==> src/rtl/sdram_writer_if.sv <==
// Avalon-MM write-master bundle used by sdram_writer.
// master: drives address/byte_enable/write/read/write_data, samples acknowledge.
// slave : the bridge side, mirror image of master.
interface sdram_writer_if #(
    parameter int INTERFACE_WIDTH_BITS = 128,
    parameter int INTERFACE_ADDR_BITS  = 26
);
    logic [INTERFACE_ADDR_BITS-1:0]    interface_address;
    logic [INTERFACE_WIDTH_BITS/8-1:0] interface_byte_enable;
    logic                              interface_write;
    logic                              interface_read;
    logic [INTERFACE_WIDTH_BITS-1:0]   interface_write_data;
    logic                              interface_acknowledge;

    modport master (
        output interface_address,
        output interface_byte_enable,
        output interface_write,
        output interface_read,
        output interface_write_data,
        input  interface_acknowledge
    );

    modport slave (
        input  interface_address,
        input  interface_byte_enable,
        input  interface_write,
        input  interface_read,
        input  interface_write_data,
        output interface_acknowledge
    );
endinterface

==> src/rtl/sdram_writer.sv <==
// Packs an 8-bit byte stream into wide Avalon words and writes them from base_address.
// Ports: interface_clock/reset_n (async active-low), start/base_address/byte_count
// control, s_data/s_valid/s_ready byte stream, avl (Avalon master), busy/done/states.
// Build option: define SDRAM_WRITER_PARTIAL_BE_EN to enable only the filled lanes of
// a final partial word; otherwise the final word is written with all lanes enabled.
module sdram_writer #(
    parameter int INTERFACE_WIDTH_BITS = 128,
    parameter int INTERFACE_ADDR_BITS  = 26,
    parameter int LEN_BITS             = 20
) (
    input  logic                           interface_clock,
    input  logic                           reset_n,
    input  logic                           start,
    input  logic [INTERFACE_ADDR_BITS-1:0] base_address,
    input  logic [LEN_BITS-1:0]            byte_count,
    input  logic [7:0]                     s_data,
    input  logic                           s_valid,
    output logic                           s_ready,
    sdram_writer_if.master                 avl,
    output logic                           busy,
    output logic                           done,
    output logic [1:0]                     states
);
    localparam int LANES     = INTERFACE_WIDTH_BITS / 8;
    localparam int LANE_BITS = $clog2(LANES);
    localparam int AW        = INTERFACE_ADDR_BITS;

    typedef enum logic [1:0] {
        IDLE  = 2'd0,
        FILL  = 2'd1,
        WRITE = 2'd2,
        DONE  = 2'd3
    } state_t;

    state_t                      state_q, state_d;
    logic [AW-1:0]               addr_q, addr_d;
    logic [INTERFACE_WIDTH_BITS-1:0] data_q, data_d;
    logic [LANES-1:0]            be_q, be_d;
    logic [LANE_BITS-1:0]        lane_q, lane_d;
    logic [LEN_BITS-1:0]         rem_q, rem_d;
    logic                        wr_q, wr_d;
    logic                        rdy_q, rdy_d;
    logic                        busy_q, busy_d;
    logic                        done_q, done_d;
    logic                        accept;

    assign accept = s_valid && rdy_q;

    always_comb begin
        state_d = state_q;
        addr_d  = addr_q;
        data_d  = data_q;
        be_d    = be_q;
        lane_d  = lane_q;
        rem_d   = rem_q;
        unique case (state_q)
            IDLE: begin
                if (start) begin
                    addr_d  = base_address & ~AW'(LANES - 1);
                    rem_d   = byte_count;
                    lane_d  = '0;
                    data_d  = '0;
                    be_d    = '0;
                    state_d = (byte_count != '0) ? FILL : DONE;
                end
            end
            FILL: begin
                if (accept) begin
                    data_d[{lane_q, 3'b000} +: 8] = s_data;
                    rem_d  = rem_q - LEN_BITS'(1);
                    lane_d = lane_q + LANE_BITS'(1);
                    // Word is closed by the last lane or by the last byte.
                    if (lane_q == LANE_BITS'(LANES - 1) ||
                        rem_q == LEN_BITS'(1)) begin
                        state_d = WRITE;
`ifdef SDRAM_WRITER_PARTIAL_BE_EN
                        for (int i = 0; i < LANES; i++) begin
                            be_d[i] = (LANE_BITS'(i) <= lane_q);
                        end
`else
                        be_d = '1;
`endif
                    end
                end
            end
            WRITE: begin
                if (avl.interface_acknowledge) begin
                    be_d = '0;
                    if (rem_q != '0) begin
                        // Address wraps naturally at the port width.
                        addr_d  = addr_q + AW'(LANES);
                        data_d  = '0;
                        lane_d  = '0;
                        state_d = FILL;
                    end else begin
                        state_d = DONE;
                    end
                end
            end
            DONE: begin
                state_d = IDLE;
            end
            default: begin
                state_d = IDLE;
            end
        endcase
        // Outputs are registered copies of the next-state decode.
        wr_d   = (state_d == WRITE);
        rdy_d  = (state_d == FILL);
        busy_d = (state_d != IDLE);
        done_d = (state_d == DONE);
    end

    always_ff @(posedge interface_clock or negedge reset_n) begin
        if (!reset_n) begin
            state_q <= IDLE;
            addr_q  <= '0;
            data_q  <= '0;
            be_q    <= '0;
            lane_q  <= '0;
            rem_q   <= '0;
            wr_q    <= 1'b0;
            rdy_q   <= 1'b0;
            busy_q  <= 1'b0;
            done_q  <= 1'b0;
        end else begin
            state_q <= state_d;
            addr_q  <= addr_d;
            data_q  <= data_d;
            be_q    <= be_d;
            lane_q  <= lane_d;
            rem_q   <= rem_d;
            wr_q    <= wr_d;
            rdy_q   <= rdy_d;
            busy_q  <= busy_d;
            done_q  <= done_d;
        end
    end

    assign s_ready                   = rdy_q;
    assign busy                      = busy_q;
    assign done                      = done_q;
    assign states                    = state_q;
    assign avl.interface_address     = addr_q;
    assign avl.interface_byte_enable = be_q;
    assign avl.interface_write       = wr_q;
    assign avl.interface_read        = 1'b0;
    assign avl.interface_write_data  = data_q;
endmodule

==> src/flat_wrapper.sv <==
// flat-port wrapper written by rule: the top's interface ports become plain ports
module sdram_writer_flat 
#(
    parameter int INTERFACE_WIDTH_BITS = 128,
    parameter int INTERFACE_ADDR_BITS  = 26,
    parameter int LEN_BITS             = 20
)
  (interface_clock, reset_n, start, base_address, byte_count, s_data, s_valid, s_ready, busy, done, states, avl_interface_address, avl_interface_byte_enable, avl_interface_write, avl_interface_read, avl_interface_write_data, avl_interface_acknowledge);
  sdram_writer_if #(.INTERFACE_WIDTH_BITS(INTERFACE_WIDTH_BITS), .INTERFACE_ADDR_BITS(INTERFACE_ADDR_BITS)) avl_i ();
  input  logic interface_clock;
  input  logic reset_n;
  input  logic start;
  input  logic [INTERFACE_ADDR_BITS-1:0] base_address;
  input  logic [LEN_BITS-1:0] byte_count;
  input  logic [7:0] s_data;
  input  logic s_valid;
  output logic s_ready;
  output logic busy;
  output logic done;
  output logic [1:0] states;
  output wire logic [$bits(avl_i.interface_address)-1:0] avl_interface_address;
  output wire logic [$bits(avl_i.interface_byte_enable)-1:0] avl_interface_byte_enable;
  output wire logic [$bits(avl_i.interface_write)-1:0] avl_interface_write;
  output wire logic [$bits(avl_i.interface_read)-1:0] avl_interface_read;
  output wire logic [$bits(avl_i.interface_write_data)-1:0] avl_interface_write_data;
  input wire logic [$bits(avl_i.interface_acknowledge)-1:0] avl_interface_acknowledge;
  assign avl_interface_address = avl_i.interface_address;
  assign avl_interface_byte_enable = avl_i.interface_byte_enable;
  assign avl_interface_write = avl_i.interface_write;
  assign avl_interface_read = avl_i.interface_read;
  assign avl_interface_write_data = avl_i.interface_write_data;
  assign avl_i.interface_acknowledge = avl_interface_acknowledge;
  sdram_writer #(.INTERFACE_WIDTH_BITS(INTERFACE_WIDTH_BITS), .INTERFACE_ADDR_BITS(INTERFACE_ADDR_BITS), .LEN_BITS(LEN_BITS)) u_core (.interface_clock(interface_clock), .reset_n(reset_n), .start(start), .base_address(base_address), .byte_count(byte_count), .s_data(s_data), .s_valid(s_valid), .s_ready(s_ready), .avl(avl_i), .busy(busy), .done(done), .states(states));
endmodule
==> config.mk <==
export PLATFORM = sky130hd
export DESIGN_NAME = sdram_writer_flat
export DESIGN_NICKNAME = d
export VERILOG_FILES = /design/src/rtl/sdram_writer_if.sv /design/src/rtl/sdram_writer.sv /design/src/flat_wrapper.sv
export SDC_FILE = /design/constraint.sdc
export NUM_CORES = 1
export LEC_CHECK = 0
export ABC_AREA = 0
export CORE_MARGIN = 8
export CORE_UTILIZATION = 38
export DETAILED_ROUTE_END_ITERATION = 12
export GPL_TIMING_DRIVEN = 0
export PLACE_DENSITY = 0.78
export SLEW_MARGIN = 10
export SYNTH_ARGS = -nofsm -noshare
export SYNTH_HDL_FRONTEND = slang
export SYNTH_SLANG_ARGS = --single-unit
==> constraint.sdc <==
create_clock -name interface_clock -period 2.1 [get_ports interface_clock]
set_input_delay 0.21 -clock interface_clock [delete_from_list [all_inputs] [get_ports interface_clock]]
set_output_delay 0.21 -clock interface_clock [all_outputs]
set_load 0.01 [all_outputs]
---- Word-level counts from Yosys, hierarchy flattened ----
Cells that the tools add are included.
word-level totals
  flip-flop bits (word level) ............. 200
  bits of input ports ..................... 59
  bits in read-only memories .............. 0
  latch bits .............................. 0
  RAM bits ................................ 0
  memories kept ........................... 0
operators by class
  add/sub/neg operators ................... 4
  order comparisons ....................... 0
  div/mod/pow operators ................... 0
  muxes and demuxes ....................... 30
  reduce and logical (&&, ||, !) cells .... 13
  $mul .................................... 0
  eq/ne operators ......................... 13
  bitwise logic cells ..................... 0
  shift-type cells ........................ 2
operator list
  kind                                                   count
  two-way mux 128 bit                                    4
  case mux 128 bit (3 select lines)                      1
  bitwise mux 128 bit                                    1
  variable shift 8 x 9 -> 128 bit, first input constant  1
  indexed part select 8 x 9 -> 128 bit                   1
  two-way mux 26 bit                                     3
  two-way mux 16 bit                                     4
  case mux 26 bit (2 select lines)                       1
  case mux 16 bit (3 select lines)                       1
  two-way mux 20 bit                                     2
  case mux 20 bit (2 select lines)                       1
  nonzero test 20 bit                                    2
  adder 26 x 5 -> 26 bit, second input constant          1
  equality test 20 x 1 -> 1 bit, second input constant   1
  subtractor 20 x 1 -> 20 bit, second input constant     1
  two-way mux 4 bit                                      4
  two-way mux 2 bit                                      6
  case mux 4 bit (3 select lines)                        1
  AND reduction 5 bit                                    2
  negation 7 -> 9 bit                                    1
  equality test 2 bit, second input constant             4
  case mux 2 bit (4 select lines)                        1
  != test 2 x 1 -> 1 bit, second input constant          3
  nonzero test 2 bit                                     3
  other kinds (10)                                       12

---- Longest topological paths before layout ----
  depth in word-level cells ............... 6
  mapped depth ............................ 9

---- Worst setup path before layout ----
OpenSTA, ideal clock, no wires.
  path type ............................... flip-flop to flip-flop
  start point ............................. reg u_core.lane_q[0]
  end point ............................... reg u_core.data_q[100], in the netlist u_core.avl.interface_write_data[100]
  slack ................................... -0.171 ns
  required time ........................... 2.020 ns
  arrival ................................. 2.192 ns
  period minus slack after synthesis ...... 2.271 ns
  stages on the path, launching flop included .. 8
  path through ............................ dfrtp_1 -> inv_1 -> ha_1 -> nor2b_1 -> or2_2 -> clkbuf_1 -> nor4_4 -> mux2i_1
between the ends
  cells in the longest elaborated chain, start to end .. 5
  elaborated cells on any way between the ends .. 6
ends and longest elaborated chain
  element                                                                                  line                 text
  from (decl)                                                                              sdram_writer.sv:39   logic [LANE_BITS-1:0] lane_q, lane_d;
  from (signal assigned)                                                                   sdram_writer.sv:131  lane_q <= lane_d;
  negation 7 -> 9 bit (*)                                                                  sdram_writer.sv:69   data_d[{lane_q, 3'b000} +: 8] = s_data;
  indexed part select 8 x 9 -> 128 bit or variable shift 8 x 9 -> 128 bit (tied branches)  sdram_writer.sv:69
  bitwise mux 128 bit (*)                                                                  sdram_writer.sv:69
  two-way mux 128 bit (*)                                                                  sdram_writer.sv:68   if (accept) begin
  case mux 128 bit (3 select lines) (*)                                                    sdram_writer.sv:56   unique case (state_q)
  to (signal assigned)                                                                     sdram_writer.sv:129  data_q <= data_d;
  to (decl)                                                                                sdram_writer.sv:37   logic [INTERFACE_WIDTH_BITS-1:0] data_q, data_d;
Every way passes the cells marked *; elsewhere a longest branch is shown, timed or not. The select of a mux whose other input is x is not followed.
A chain may end at the register's enable or synchronous reset.

---- Worst setup path in the final report ----
  start point ............................. reg u_core.rem_q[6]
  end point ............................... reg u_core.data_q[53], in the netlist u_core.avl.interface_write_data[53]
between the ends
  cells in the longest elaborated chain, start to end .. 3
ends and longest elaborated chain
  element                           line                 text
  from (decl)                       sdram_writer.sv:40   logic [LEN_BITS-1:0] rem_q, rem_d;
  from (signal assigned)            sdram_writer.sv:132  rem_q <= rem_d;
  nonzero test 20 bit               sdram_writer.sv:89   if (rem_q != '0) begin
  != test 2 x 1 -> 1 bit (no line)  --
  AND reduction 5 bit (no line)     --
No other way between the ends.

==> flow_metrics.env <==
export IMPL_die_h_um=168
export IMPL_layout_worst_path_cycle_share=1.03
export IMPL_antenna_left=0
export IMPL_fin_cells=1442
export IMPL_ir_worst_vdd_mv=0.680
export IMPL_rr_endpoint="u_core.avl.interface_write_data[53]"
export IMPL_layout_setup_ws_ns=-0.0563
export IMPL_firstDrtPassIters=5
export IMPL_place_congestion=0.886
export IMPL_drive_gt1_frac=0.178
export IMPL_cts_root_buf="clkbuf_16"
export IMPL_fill_cells=1847
export IMPL_synthArstFlopShare=1.00
export IMPL_hold_violations=0
export IMPL_synth_mux_area_frac=0.104
export IMPL_wl_per_cell_um=21.0
export IMPL_antenna_found_initial=0
export IMPL_numClockSinks=181
export IMPL_htreeDepth=4
export IMPL_required_ns=2.45
export IMPL_skew_ns=0.0109
export IMPL_synthFlopType="dfrtp_1"
export IMPL_synth_compound_area_share=0.149
export IMPL_violations="setup timing"
export IMPL_hpwl_mm=21.2
export IMPL_r2r_start="u_core.rem_q[6]"
export IMPL_track_usage=0.206
export IMPL_hold_path_class="in2reg"
export IMPL_synth_area_top_cells="dfrtp_1 52%, mux2i_1 10%, nand2_1 6.7%, o2bb2ai_1 3.8%, a21oi_1 3.0%"
export IMPL_start_util=0.387
export IMPL_synth_simple_area_share=0.175
export IMPL_rows=55
export IMPL_cts_buffer_depth=2
export IMPL_core_sq_um=22600
export IMPL_n_antenna_cell=0
export IMPL_slew_violations=0
export IMPL_synth_seq_cells=181
export IMPL_vias=8038
export IMPL_worstSetupEndpointType="flip-flop"
export IMPL_synth_top_family_by_area="simple AND/OR/NAND/NOR gates"
export IMPL_grt_pass1_wl_mm=46.2
export IMPL_dp_cells=1361
export IMPL_rsz0062_at_grt="yes"
export IMPL_io_buffers=226
export IMPL_cap_violations=0
export IMPL_drcViolationCount=0
export IMPL_synth_edf_count=0
export IMPL_power_density_nw_per_um2=1430
export IMPL_wl_mm=30.2
export IMPL_yosysMostFrequentCell="dfrtp_1"
export IMPL_cts_buffers=17
export IMPL_p_leak_nw=5.44
export IMPL_min_to="u_core.avl.interface_address[5]"
export IMPL_path_clk_slew_ns=0.07
export IMPL_vias_per_cell=5.57
export IMPL_nNetsFinal=1211
export IMPL_status="complete, but fails checks"
export IMPL_postSynthCellCount=845
export IMPL_clk_latency_ns=0.44
export IMPL_cts_tree="yes"
export IMPL_setup_violations=37
export IMPL_synth_xor_area_frac=0.00371
export IMPL_holdCritStartpoint="base_address[5]"
export IMPL_rr_worst_depth=6
export IMPL_grt_pass1_vias=8139
export IMPL_design_area_sq_um=13100
export IMPL_drt_iter0_markers=868
export IMPL_synth_adder_area_share=0.0114
export IMPL_crit_path_start_kind="flip-flop"
export IMPL_ios=236
export IMPL_layout_min_cycle_time_ns=2.16
export IMPL_yosysSeqAreaShare=0.516
export IMPL_cp_max_fo=8
export IMPL_min_delay_path_depth=3
export IMPL_avgSynthCellArea_sq_um=10.4
export IMPL_synth_warnings=0
export IMPL_netlist_area_sq_um=8770
export IMPL_r2r_slack_ns=-0.06
export IMPL_grt_max_degree=107
export IMPL_synthTopCellsByCount="181 x dfrtp_1, 156 x nand2_1, 91 x mux2i_1"
export IMPL_path_class="reg2reg"
export IMPL_max_slew_margin_rel=0.466
export IMPL_dpl_cell_area_sq_um=11400
export IMPL_areaGrowthSynthToFinish_pct=48.8
export IMPL_fmax_mhz=464
export IMPL_arrival_ns=2.50
export IMPL_die_w_um=168
export IMPL_yosysTopAreaCellShare=0.516
export IMPL_die_area_sq_um=28200
export IMPL_yosysTopAreaCell="dfrtp_1"
export IMPL_worstMarginPinSlew_ns=0.802
export IMPL_grt_overflow=0
export IMPL_synthDistinctLibCells=57
placed cells by master, fill, tap and decap left out, types with 9 or more instances in the layout:
| cell | synthesis | layout |
|---|---|---|
| nor3_1 | 14 | 11 |
| nand2_2 | 0 | 17 |
| mux2i_1 | 91 | 91 |
| o22ai_1 | 12 | 12 |
| dfrtp_1 | 181 | 172 |
| clkdlybuf4s50_1 | 0 | 225 |
| dfrtp_2 | 0 | 9 |
| o21ai_0 | 40 | 39 |
| a21oi_1 | 53 | 53 |
| nand2_1 | 156 | 131 |
| clkbuf_1 | 29 | 11 |
| nand3_1 | 17 | 15 |
| a22o_1 | 9 | 9 |
| nor2_1 | 36 | 33 |
| o2bb2ai_1 | 38 | 38 |
| nand4_1 | 15 | 15 |
| buf_4 | 20 | 58 |
| buf_12 | 0 | 12 |
| clkbuf_16 | 0 | 21 |
through the flow:
stage | hold WS, ns | setup TNS (ns) | setup WS [ns] | power, mW | utilization
floorplan | -0.0856 | 0 | 0.00421 | 10.0 | -
global placement | 0.473 | -1302.16 | -7.46 | 13.8 | 0.504
detailed placement | 0.333 | -80.20 | -0.921 | 14.1 | 0.506
CTS | 0.339 | -0.539 | -0.0368 | 18.0 | 0.555
global route | 0.377 | -6.31 | -0.126 | 19.7 | 0.576
finish | 0.351 | -0.596 | -0.0563 | 18.6 | 0.576
critical path: stages (launching register included):
cell	delay (ns)
dfrtp_2	0.43
nor4_4	0.40
nand4_4	0.22
or3_4	0.47
nand3b_1	0.16
buf_6	0.18
mux2i_1	0.21
power breakdown:
group / switching [mW] / internal (mW) / total (mW)
Combinational: 4.67 / 4.62 / 9.29
Sequential: 1.31 / 4.80 / 6.11
Clock: 1.50 / 1.74 / 3.24
Total: 7.47 / 11.2 / 18.6
timing repair:
item	CTS	global route
resized for setup	52	92
hold buffers	1	0
setup endpoints to repair	163	173
setup buffers	27	23
hold endpoints to repair	105	0
gates cloned	1	4
pin swaps	19	26
flip-flops by register name, indices dropped and copies added (netlist names):
name,flops
u_core.avl.interface_byte_enable,1
u_core.busy,1
u_core.done,1
u_core.avl.interface_address,22
u_core.lane_q,4
u_core.avl.interface_write,1
u_core.rem_q,20
u_core.avl.interface_write_data,128
u_core.states,2
u_core.s_ready,1
per-layer routing:
| layer | part of all wire | track usage | up-vias |
|---|---|---|---|
| li1 | - | - | 3646 |
| met1 | 0.41 | 0.259 | 3993 |
| met4 | 0.021 | 0.0687 | 0 |
| met2 | 0.49 | 0.338 | 343 |
| met3 | 0.081 | 0.0554 | 56 |
| met5 | 0 | 0 | - |
cell families after synthesis:
family,count (synthesis)
flops,181
buf+inv,67
xor+xnor,2
other cells,1
compound gates,193
simple gates,302
fa+ha+maj,8
mux,91
worst max-delay path by stage:
| stage | startpoint | to |
|---|---|---|
| 2_1_floorplan | u_core.rem_q[5] | u_core.avl.interface_write_data[10] |
| 4_1_cts | u_core.rem_q[6] | u_core.avl.interface_write_data[45] |
| 3_5_place_dp | u_core.rem_q[5] | u_core.avl.interface_write_data[28] |
| 3_3_place_gp | reset_n | u_core.lane_q[0] |
| 6_report | u_core.rem_q[6] | u_core.avl.interface_write_data[53] |
| 5_1_grt | u_core.rem_q[6] | u_core.avl.interface_write_data[100] |
cell type report:
type                       count  area [sq um]  area share
multi-input combinational    601          4190       0.321
sequential                   181          4540       0.348
buffer                        54           422      0.0323
clock buffer                  19           453      0.0347
timing repair buffer         282          2930       0.224
clock inverter                13           139      0.0106
tap                          285           357      0.0273
inverter                       7          26.3     0.00201
Note: power is estimated with default switching activity, not from simulation.
